### src/rtl/nmos_tr_counter.sv
// Two-phase up/down counter: a PHI2 master register computes the next count from the
// PHI1 output register, which copies the master on PHI1. Both are clocked by _clk.
module nmos_tr_counter #(
    parameter int               WIDTH   = 4,
    parameter logic [WIDTH-1:0] RST_VAL = '0
) (
    input  logic             _clk,
    input  logic             R,
    input  logic             C1,
    input  logic             C2,
    input  logic             T,
    input  logic             UD,
    input  logic             LD,
    input  logic [WIDTH-1:0] D,
    output logic [WIDTH-1:0] Q,
    output logic [WIDTH-1:0] Q_n,
    output logic             CO
);

    logic [WIDTH-1:0] ph2;
    logic [WIDTH-1:0] ph1;
    logic [WIDTH:0]   up_chain;
    logic [WIDTH:0]   dn_chain;
    logic [WIDTH-1:0] toggle;
    logic [WIDTH-1:0] count_nxt;

    // Ripple toggle chains: bit i flips when all lower bits are 1 (up) or 0 (down).
    assign up_chain[0] = T;
    assign dn_chain[0] = T;

    for (genvar i = 0; i < WIDTH; i++) begin : g_stage
        assign up_chain[i+1] = up_chain[i] & ph1[i];
        assign dn_chain[i+1] = dn_chain[i] & ~ph1[i];
        assign toggle[i]     = UD ? dn_chain[i] : up_chain[i];
    end

    assign count_nxt = ph1 ^ toggle;

    always_ff @(posedge _clk) begin
        if (R) begin
            ph2 <= RST_VAL;
            ph1 <= RST_VAL;
        end else begin
            if (C2)
                ph2 <= LD ? D : count_nxt;
            if (C1)
                ph1 <= ph2;
        end
    end

    assign Q   = ph1;
    assign Q_n = ~ph1;
    // The last chain element is exactly "T and every bit at its terminal value".
    assign CO  = UD ? dn_chain[WIDTH] : up_chain[WIDTH];

endmodule

### config.mk
export PLATFORM = sky130hd
export DESIGN_NAME = nmos_tr_counter
export DESIGN_NICKNAME = d
export VERILOG_FILES = /design/src/rtl/nmos_tr_counter.sv
export SDC_FILE = /design/constraint.sdc
export NUM_CORES = 1
export LEC_CHECK = 0
export ABC_AREA = 1
export CAP_MARGIN = 5
export CORE_AREA = 3 3 40 42
export DETAILED_ROUTE_END_ITERATION = 12
export DIE_AREA = 0 0 43 45
export DONT_BUFFER_PORTS = 1
export PLACE_DENSITY = 0.47
export SLEW_MARGIN = 40
export SYNTH_ARGS = -nofsm -noshare
export SYNTH_HDL_FRONTEND = slang
export SYNTH_SLANG_ARGS = --single-unit
export TNS_END_PERCENT = 1
### constraint.sdc
create_clock -name _clk -period 1.82 [get_ports _clk]
set_input_delay 0.273 -clock _clk [delete_from_list [all_inputs] [get_ports _clk]]
set_output_delay 0.273 -clock _clk [all_outputs]
set_load 0.02 [all_outputs]
After elaboration in Yosys (flattened, before gate mapping)
Index checks and enable logic that the tools add are counted.

Bitwise logic cells: 14. Mux-type cells: 5.

Operators with widths (number): $and A1 B1 Y1 (8); $mux W1 (4); $mux W4 (1); $not A1 Y1 (4); $not A4 Y4 (1); $xor A4 B4 Y4 (1).

Output and inout port bits: 9. Word-level logic and storage cells: 21. Flip-flop bits (word level): 8.

Depth between registers and ports, before layout
Gate-level depths: netlist of run 1.

Depth after elaboration: 7. Gate-level depth with buffers: 10. Mapped depth without buffers: 10.

Least setup slack after synthesis of run 1
OpenSTA, ideal clock, no wires.

Path kind: register to output. From: register ph1[0] (netlist: Q[0]). To: output CO. Path slack: 184 ps. Data arrival time: 1363 ps. Cell stages (with the launch flop): 4. Path through: dfxtp_1 ha_1 nand2_1 o32ai_1.

Word-level cells in the longest chain between the ends: 6. Elaborated cells between the ends (all ways): 10.

RTL lines: start, declared (line 21) `logic [WIDTH-1:0] ph1;`; start signal, assigned (line 47) `ph1 <= ph2;`; $not A1 Y1 (line 33) `assign dn_chain[i+1] = dn_chain[i] & ~ph1[i];`; $and A1 B1 Y1 (4 in series) (line 33); $mux W1 (*) (line 54) `assign CO = UD ? dn_chain[WIDTH] : up_chain[WIDTH];`; end, declared (line 17) `output logic CO`.

Mark *: on every way between the ends. The rest lies on a longest branch, timed or not.

Worst setup path in the final report of run 1
Ends and elaborated chain as after synthesis.

==> results of run 1 <==
stage by stage:
| step | util [%] | cells |
|---|---|---|
| 5_1_grt | 41.67 | 92 |
| 2_1_floorplan | - | 70 |
| 3_3_place_gp | 39.92 | 89 |
| 4_1_cts | 41.67 | 92 |
| 6_report | 41.67 | 92 |
| 3_5_place_dp | 39.92 | 89 |
layout make-up:
class	instances	area [µm²]	area share (%)
clock buffer	3	22.52	4.206
inverter	10	37.54	7.009
multi-input combinational	51	259.0	48.36
sequential	8	160.2	29.91
tap	15	18.77	3.505
timing repair buffer	5	37.54	7.009
flip-flops by register name, indices dropped and copies added (netlist names):
| register | cells |
|---|---|
| ph2 | 4 |
| Q | 4 |
power breakdown:
part / internal (µW) / total [µW] / leakage, µW / switching, µW
combinational: 31.7 / 86.6 / 0.000169 / 54.9
clock: 75.7 / 139 / 0.0000138 / 63.8
sequential: 187 / 197 / 0.0000661 / 9.53
worst reg2reg max path, stage by stage (launching register included):
cell,delay [ns]
dfxtp_1,0.37
inv_2,0.10
ha_1,0.31
o21ai_1,0.12
a21oi_1,0.04
or3_1,0.31
inv_1,0.06
synth_stat cells:
cell	n
ha_1	2
o21ai_1	3
dfxtp_1	8
o21ai_0	1
nand2_1	16
inv_2	2
nor2_1	13
inv_1	8
o32ai_1	1
a21oi_2	2
nand4_1	1
or3_1	1
nor2_2	1
nand3_1	4
a21oi_1	2
a211oi_1	4
buf_2	1
logic make-up after synthesis:
group	count (synthesis)	synth area share (%)
and+or+nand+nor	36	31.98
AOI/OAI and AO/OA	13	18.70
buffers and inverters	11	9.214
DFF	8	34.69
adders and majority gates	2	5.419
layer usage:
layer | up-vias | GRT usage, %
met2 | 15 | 18.56
met1 | 184 | 16.18
li1 | 241 | -
met5 | - | 0
met4 | 0 | 9.036
met3 | 5 | 4.781
path summary, 6_finish.rpt:
check	start	end	slack (ns)
min reg2reg	ph2[1]$_SDFFE_PP0P_	ph2[1]$_SDFFE_PP0P_	0.47
max	Q[0]$_SDFFE_PP0P_	CO	0.16
max reg2reg	Q[0]$_SDFFE_PP0P_	ph2[0]$_SDFFE_PP0P_	0.47
min	R	ph2[3]$_SDFFE_PP0P_	0.07
cells in the final DEF, fill, tap and decap left out:
master	synthesis	final
ha_1	2	2
a211oi_1	4	4
buf_4	0	5
inv_1	8	7
nand4_1	1	1
dfxtp_1	8	8
a21oi_1	2	2
clkbuf_4	0	3
or3_1	1	1
nor2_2	1	1
nand3_1	4	4
a21oi_2	2	2
o21ai_0	1	1
o32ai_1	1	1
inv_2	2	3
nor2_1	13	13
nand2_1	16	16
o21ai_1	3	3
==> impl_metrics.env, run 1 <==
export IMPL_maxCapViolations=0
export IMPL_grt_pass1_wl_um=1842
export IMPL_total_power_uw=422.9
export IMPL_insertion_delay_ns=0.26
export IMPL_synth_seq_cells=8
export IMPL_portBuffers=0
export IMPL_synthCells=70
export IMPL_hold_path_cell_count=1
export IMPL_gp_routability_congestion=0.7440
export IMPL_start_kind="flop"
export IMPL_cts_inserted_buffers=3
export IMPL_dp_hpwl_um=847
export IMPL_routed_top_layer="met4"
export IMPL_ctsResizeCount=0
export IMPL_cp_top_family="buffers and inverters"
export IMPL_first_pass_iters=4
export IMPL_synth_seq_area_share_pct=34.69
export IMPL_critPathSlowestCell="dfxtp_1"
export IMPL_cts_buffer_depth=2
export IMPL_synth_top_area_cell="dfxtp_1"
export IMPL_fillers=145
export IMPL_finalHoldViolations=0
export IMPL_drive_gt1_share_pct=18.18
export IMPL_setup_tns_ns=0
export IMPL_overflow=0
export IMPL_grt_use_total_pct=13.00
export IMPL_worst_slack_ns=0.1616
export IMPL_worst_path_max_fanout=3
export IMPL_htreeDepth=1
export IMPL_die_width_um=43
export IMPL_yosysWarningCount=0
export IMPL_min_period_ns=1.658
export IMPL_grt_max_degree=9
export IMPL_syn_nets=83
export IMPL_r2r_worst_path_cells=6
export IMPL_vias=445
export IMPL_run_status="complete, no violations"
export IMPL_die_area_um2=1935
export IMPL_max_clock_freq_mhz=603.0
export IMPL_fin_area_um2=535.5
export IMPL_drt_met1_wl_um=494
export IMPL_hold_buffers=0
export IMPL_cts_root_buf="clkbuf_4"
export IMPL_path_depth=7
export IMPL_post_cts_buffers=0
export IMPL_worst_hold_slack_ns=0.06817
export IMPL_path_buf_inv=3
export IMPL_fp_coreArea_um2=1285
export IMPL_worstSetupPathType="reg -> out"
export IMPL_ios=20
export IMPL_hold_path_class="in -> reg"
export IMPL_tritoncts="built"
export IMPL_areaGrowthSynthToFinish_pct=15.99
export IMPL_rows=13
export IMPL_endpoint_kind="output port"
export IMPL_relSlewSlack_pct=82.12
export IMPL_syn_avg_cell_area_um2=6.596
export IMPL_antenna_found_initial=0
export IMPL_setup_viol=0
export IMPL_p_leak_uw=0.0002484
export IMPL_finalNetCount=92
export IMPL_vias_per_cell=4.837
export IMPL_ir_worst_vdd_mv=0.3730
export IMPL_die_y_um=45
export IMPL_synth_top_area_share_pct=34.69
export IMPL_synth_cell_types=17
export IMPL_arrival_ns=1.39
export IMPL_syn_cell_area_um2=461.7
export IMPL_wl_met2_um=459
export IMPL_crit_path_cell_trace="inv_2 > ha_1 > inv_1 > nor2_1 > nand2_1 > o32ai_1 > buf_4"
export IMPL_max_stage_delay_ns=0.33
export IMPL_drtIter0Drc=12
export IMPL_min_period_over_period_pct=91.12
export IMPL_dp_slack_ns=0.3340
export IMPL_clk_pin_slew_ns=0.06
export IMPL_report_final_slew_viol_count=0
export IMPL_drcViolationCount=0
export IMPL_power_density_nw_per_um2=789.7
export IMPL_wl_per_cell_um=11.55
export IMPL_ant_nets=0
export IMPL_rsz0062_at_grt="no"
export IMPL_clock_sinks=8
export IMPL_fin_worst_skew_ns=0.004905
export IMPL_grt_pass1_vias=433
export IMPL_placed_cell_area_um2=513.0
export IMPL_wl_met3_um=77
export IMPL_routed_wl_um=1063
export IMPL_worst_pin_slew_ns=0.2679
export IMPL_crit_required_ns=1.55
export IMPL_start_util_pct=35.93
export IMPL_antenna_cells=0
export IMPL_ys_top_cells_by_area="dfxtp_1 (35%), nand2_1 (13%), nor2_1 (11%)"
(Power assumes the default switching activity.)
==> run 2, diff against run 1 <==
--- a/config.mk
+++ b/config.mk
@@ -5,7 +5,6 @@
 export SDC_FILE = /design/constraint.sdc
 export NUM_CORES = 1
 export LEC_CHECK = 0
-export ABC_AREA = 1
 export CAP_MARGIN = 5
 export CORE_AREA = 3 3 40 42
 export DETAILED_ROUTE_END_ITERATION = 12
==> run 2 against run 1 <==
Effect of this change: sequential share of layout area up 0.86 points; critical path depth down 2; register-to-register slack lost 0.11 ns; critical path type unchanged; largest power group unchanged.
==> impl_metrics.env, run 2 <==
export IMPL_ys_top_cells_by_area="dfxtp_1 (35%), mux2i_1 (17%), nor2_1 (11%)"
export IMPL_grt_use_total_pct=12.43
export IMPL_overflow=0
export IMPL_setup_tns_ns=0
export IMPL_r2r_worst_path_cells=6
export IMPL_fin_area_um2=520.5
export IMPL_synth_top_family_by_area="simple AND/OR/NAND/NOR gates"
export IMPL_max_stage_delay_ns=0.34
export IMPL_max_clock_freq_mhz=641.8
export IMPL_maxCapViolations=0
export IMPL_p_leak_uw=0.0002357
export IMPL_reg2reg_slack_ns=0.36
export IMPL_grt_pass1_wl_um=1718
export IMPL_cp_top_family="simple AND/OR/NAND/NOR gates"
export IMPL_drcViolationCount=0
export IMPL_finalHoldViolations=0
export IMPL_crit_top_cell="nand2_1"
export IMPL_crit_required_ns=1.55
export IMPL_ys_async_sr_fraction_pct=0
export IMPL_first_pass_iters=3
export IMPL_rows=13
export IMPL_htreeDepth=1
export IMPL_drive_gt1_share_pct=15.25
export IMPL_busiest_layer="met2"
export IMPL_fp_coreArea_um2=1285
export IMPL_critPathSlowestCell="dfxtp_1"
export IMPL_ir_worst_vdd_mv=0.4872
export IMPL_path_depth=5
export IMPL_run_status="complete, no violations"
export IMPL_gr_usage_met3_pct=9.163
export IMPL_cts_buffer_depth=2
export IMPL_cts_inserted_buffers=3
export IMPL_clock_sinks=8
export IMPL_vias=394
export IMPL_insertion_delay_ns=0.25
export IMPL_post_cts_buffers=0
export IMPL_synth_top_area_share_pct=34.50
export IMPL_synthXorXnorAreaFrac_pct=1.887
export IMPL_vias_per_cell=5.324
export IMPL_post_route_util_pct=40.51
export IMPL_start_kind="flop"
export IMPL_grt_pass1_vias=375
export IMPL_synthCells=56
export IMPL_dp_hpwl_um=807.9
export IMPL_gr_usage_met1_pct=13.32
export IMPL_setup_viol=0
export IMPL_wl_per_cell_um=13.53
export IMPL_ctsResizeCount=0
export IMPL_antenna_found_initial=0
export IMPL_rsz0062_at_grt="no"
export IMPL_synth_most_common_cell="nor2_1"
export IMPL_cts_root_buf="clkbuf_4"
export IMPL_worst_pin_slew_ns=0.2335
export IMPL_worst_path_max_fanout=3
export IMPL_finalNetCount=74
export IMPL_die_y_um=45
export IMPL_gp_routability_congestion=0.6421
export IMPL_routed_wl_um=1001
export IMPL_hold_buffers=0
export IMPL_fillers=142
export IMPL_drtIter0Drc=3
export IMPL_syn_avg_cell_area_um2=8.289
export IMPL_mostFrequentLayoutCell="nor2_1"
export IMPL_yosys_area_share_simple_pct=21.02
export IMPL_placed_cell_area_um2=498.0
export IMPL_fin_worst_skew_ns=0.003857
export IMPL_ios=20
export IMPL_synth_common_cells="nor2_1 (13), dfxtp_1 (8), mux2i_1 (8), inv_1 (4), nand2_1 (4)"
export IMPL_startpoint="Q[0]$_SDFFE_PP0P_"
export IMPL_r2r_start="Q[0]$_SDFFE_PP0P_"
export IMPL_report_final_slew_viol_count=0
export IMPL_power_density_nw_per_um2=750.8
export IMPL_clk_pin_slew_ns=0.05
export IMPL_antenna_cells=0
export IMPL_met2_usage_pct=20.36
export IMPL_ant_nets=0
export IMPL_relSlewSlack_pct=84.42
export IMPL_crit_path_cell_trace="inv_1 > ha_1 > and4bb_1 > nand2_1 > nand2_1"
export IMPL_synth_edf_count=0
export IMPL_synth_cell_types=19
export IMPL_min_period_over_period_pct=85.61
export IMPL_synth_seq_area_share_pct=34.50
export IMPL_arrival_ns=1.29
export IMPL_path_buf_inv=1
export IMPL_portBuffers=0
export IMPL_synth_top_area_cell="dfxtp_1"
export IMPL_worstSetupPathType="reg -> out"
export IMPL_start_util_pct=36.12
export IMPL_syn_nets=69
export IMPL_yosysWarningCount=0
export IMPL_hold_path_class="in -> reg"
export IMPL_areaGrowthSynthToFinish_pct=12.13
export IMPL_die_area_um2=1935
export IMPL_endpoint="CO"
export IMPL_min_period_ns=1.558
export IMPL_synth_seq_cells=8
export IMPL_reg2reg_to="ph2[3]$_SDFFE_PP0P_"
export IMPL_ys_flop_type="dfxtp_1"
export IMPL_grt_max_degree=10
export IMPL_tritoncts="built"
export IMPL_syn_cell_area_um2=464.2
export IMPL_layout_common_cells="nor2_1 (13), dfxtp_1 (8), mux2i_1 (8)"
export IMPL_synth_mux_area_share_pct=17.25
export IMPL_synth_adder_area_share_pct=5.391
export IMPL_endpoint_kind="output port"
export IMPL_die_width_um=43
export IMPL_synth_compound_area_share_pct=11.86
run 2: worst min-delay path by stage:
| stage | depth (start not counted) | start | slack [ns] | to |
|---|---|---|---|---|
| floorplan | 2 | D[2] | 0.44 | ph2[2]$_SDFFE_PP0P_ |
| global placement | 1 | R | 0.34 | ph2[3]$_SDFFE_PP0P_ |
| detailed placement | 1 | R | 0.34 | ph2[3]$_SDFFE_PP0P_ |
| CTS | 1 | R | 0.07 | ph2[3]$_SDFFE_PP0P_ |
| global route | 1 | R | 0.07 | ph2[2]$_SDFFE_PP0P_ |
| finish | 1 | R | 0.08 | ph2[3]$_SDFFE_PP0P_ |
run 2: metrics by stage:
stage	power, µW	setup slack, ns	hold slack, ns	std cells
after floorplan	256.7	0.1200	0.4438	56
after global placement	261.6	0.3627	0.3432	71
after detailed placement	261.7	0.3473	0.3438	71
after CTS	398.2	0.2469	0.07364	74
after global routing	416.3	0.1309	0.06562	74
final	390.8	0.2619	0.07945	74
run 2: kinds of logic (layout without fill, tap and decap cells):
family,Yosys count,count (layout)
simple gates,21,21
flops,8,8
compound gates,7,7
buf+inv,9,12
mux,8,8
fa+ha+maj,2,2
xor+xnor,1,1
run 2: layer usage:
layer / up-vias / part of all wire, %
met5: - / 0
li1: 196 / -
met4: 0 / 0
met3: 0 / 11
met2: 15 / 48
met1: 183 / 41
run 2: area by class of cell:
type	instances	area, µm²	share of cell area (%)
Clock buffer	3	22.52	4.327
Inverter	4	15.01	2.885
Multi-Input combinational cell	39	266.5	51.20
Sequential cell	8	160.2	30.77
Tap cell	15	18.77	3.606
Timing Repair Buffer	5	37.54	7.212
run 2: where the power goes:
part           switching [µW]  total, µW  internal, µW
clock                    58.7        134          75.3
combinational            34.6       64.6          30.0
sequential               6.22        192           186
total                    99.5        391           291
==> run 3, diff against run 2 <==
--- a/config.mk
+++ b/config.mk
@@ -5,12 +5,13 @@
 export SDC_FILE = /design/constraint.sdc
 export NUM_CORES = 1
 export LEC_CHECK = 0
+export ABC_AREA = 1
 export CAP_MARGIN = 5
 export CORE_AREA = 3 3 40 42
 export DETAILED_ROUTE_END_ITERATION = 12
 export DIE_AREA = 0 0 43 45
 export DONT_BUFFER_PORTS = 1
-export PLACE_DENSITY = 0.47
+export PLACE_DENSITY = 0.54
 export SLEW_MARGIN = 40
 export SYNTH_ARGS = -nofsm -noshare
 export SYNTH_HDL_FRONTEND = slang
==> run 3 against run 2 <==
Effect of this change: routed wire length rose by 4.2%; total power rose by 8.4%; die area did not move; setup slack got worse by 0.12 ns; clock power rose by 4%; maximum frequency fell by 7.1%; via count rose by 19%; non-clock buffer count did not move; register-to-register slack improved by 0.11 ns; cell count rose by 24%; count of clock-buffer cells in the layout did not move; cell area rose by 2.9%; critical path type unchanged; highest routed layer is now met4.
==> impl_metrics.env, run 3 (synthesis gave the netlist of run 1 again) <==
export IMPL_first_pass_iters=4
export IMPL_min_period_over_period_pct=92.19
export IMPL_cts_buffer_depth=2
export IMPL_antenna_found_initial=0
export IMPL_setup_viol=0
export IMPL_fp_coreArea_um2=1285
export IMPL_cts_inserted_buffers=3
export IMPL_setup_tns_ns=0
export IMPL_routed_wl_um=1043
export IMPL_reg2reg_slack_ns=0.47
export IMPL_fillers=135
export IMPL_wl_per_cell_um=11.34
export IMPL_rows=13
export IMPL_fin_worst_skew_ns=0.002394
export IMPL_clk_pin_slew_ns=0.06
export IMPL_maxCapViolations=0
export IMPL_multi_input_area_um2=259.0
export IMPL_antenna_cells=0
export IMPL_finalNetCount=92
export IMPL_ios=20
export IMPL_post_route_util_pct=41.67
export IMPL_drtIter0Drc=11
export IMPL_gp_routability_congestion=0.7495
export IMPL_worstSetupPathType="reg -> out"
export IMPL_endpoint_kind="output port"
export IMPL_r2r_start="Q[0]$_SDFFE_PP0P_"
export IMPL_run_status="complete, no violations"
export IMPL_die_area_um2=1935
export IMPL_clock_sinks=8
export IMPL_finalHoldViolations=0
export IMPL_start_util_pct=35.93
export IMPL_layout_common_cells="nand2_1 (16), nor2_1 (13), dfxtp_1 (8)"
export IMPL_p_leak_uw=0.0002484
export IMPL_insertion_delay_ns=0.26
export IMPL_worst_path_max_fanout=3
export IMPL_r2r_worst_path_cells=8
export IMPL_max_clock_freq_mhz=596.0
export IMPL_vias=467
export IMPL_start_kind="flop"
export IMPL_drive_gt1_share_pct=18.18
export IMPL_hold_buffers=0
export IMPL_total_power_uw=423.7
export IMPL_ir_worst_vdd_mv=0.3849
export IMPL_report_final_slew_viol_count=0
export IMPL_grt_use_total_pct=12.60
export IMPL_arrival_ns=1.40
export IMPL_worst_hold_slack_ns=0.06925
export IMPL_htreeDepth=1
export IMPL_drcViolationCount=0
export IMPL_grt_max_degree=9
export IMPL_grt_pass1_vias=417
export IMPL_vias_per_cell=5.076
export IMPL_portBuffers=0
export IMPL_cts_root_buf="clkbuf_4"
export IMPL_overflow=0
export IMPL_ant_nets=0
export IMPL_min_period_ns=1.678
export IMPL_post_cts_buffers=0
export IMPL_die_y_um=45
export IMPL_tritoncts="built"
export IMPL_reg2reg_to="ph2[2]$_SDFFE_PP0P_"
export IMPL_hold_start="R"
export IMPL_crit_required_ns=1.55
export IMPL_hold_path_cell_count=1
export IMPL_worst_pin_slew_ns=0.2661
export IMPL_worst_hold_path_endpoint="ph2[3]$_SDFFE_PP0P_"
export IMPL_areaGrowthSynthToFinish_pct=15.99
export IMPL_seqCellArea_um2=160.2
export IMPL_power_density_nw_per_um2=791.1
export IMPL_relSlewSlack_pct=82.24
export IMPL_grt_pass1_wl_um=1794
export IMPL_die_width_um=43
export IMPL_hold_path_class="in -> reg"
export IMPL_dp_hpwl_um=808.9
export IMPL_mostFrequentLayoutCell="nand2_1"
export IMPL_rsz0062_at_grt="no"
-- run 3: changes by cell type in the layout (fill, tap and decap cells not counted), sizes merged, moves of 4 or more --
cell,previous run,this run
inv,4,10
mux2i,8,0
nand2,4,16
nand3,0,4
o21ai,0,4
-- run 3: repair_timing --
item / 4_1_cts / 5_1_grt
endpoints found under the setup margin: 0 / 1
endpoints found under the hold margin: 0 / 0
resized for setup: 0 / 1
-- run 3: metal layers --
metal / GRT usage [%] / up-vias / share of wire (%)
li1: - / 243 / -
met1: 16.50 / 202 / 46
met2: 17.07 / 17 / 42
met3: 3.984 / 5 / 8.5
met4: 9.639 / 0 / 3.2
met5: 0 / - / 0
-- run 3: power breakdown --
part,switching [µW],internal [µW]
registers,9.26,187
logic,55.3,31.7
clock network,64.3,75.7
total,129,295
-- run 3: worst max-delay path: stages (launching register included) --
cell and delay (ns):
dfxtp_1 0.33, inv_2 0.13, ha_1 0.16, inv_1 0.06, nor2_1 0.08, nand2_1 0.09
o32ai_1 0.12, buf_4 0.19
-- run 3: final cells by class --
cell class | instances | share of cell area (%)
Multi-Input combinational cell | 51 | 48.36
Sequential cell | 8 | 29.91
Timing Repair Buffer | 5 | 7.009
Inverter | 10 | 7.009
Clock buffer | 3 | 4.206
Tap cell | 15 | 3.505
-- run 3: stage by stage --
stage          instances  area [µm²]  setup slack [ns]
6_report              92       535.5            0.1422
5_1_grt               92       535.5           0.01227
4_1_cts               92       535.5           0.05113
2_1_floorplan         70       461.7            0.1839
3_5_place_dp          89       513.0            0.3275
3_3_place_gp          89       513.0            0.3587
-- run 3: worst max-delay path by stage --
stage / to / from / cells past startpoint / slack [ns]
after global placement: CO / Q[0]$_SDFFE_PP0P_ / 7 / 0.36
after global routing: CO / Q[0]$_SDFFE_PP0P_ / 7 / 0.01
after CTS: CO / Q[0]$_SDFFE_PP0P_ / 7 / 0.05
after detailed placement: CO / Q[0]$_SDFFE_PP0P_ / 7 / 0.33
after floorplan: CO / Q[0]$_SDFFE_PP0P_ / 3 / 0.18
final: CO / Q[0]$_SDFFE_PP0P_ / 7 / 0.14
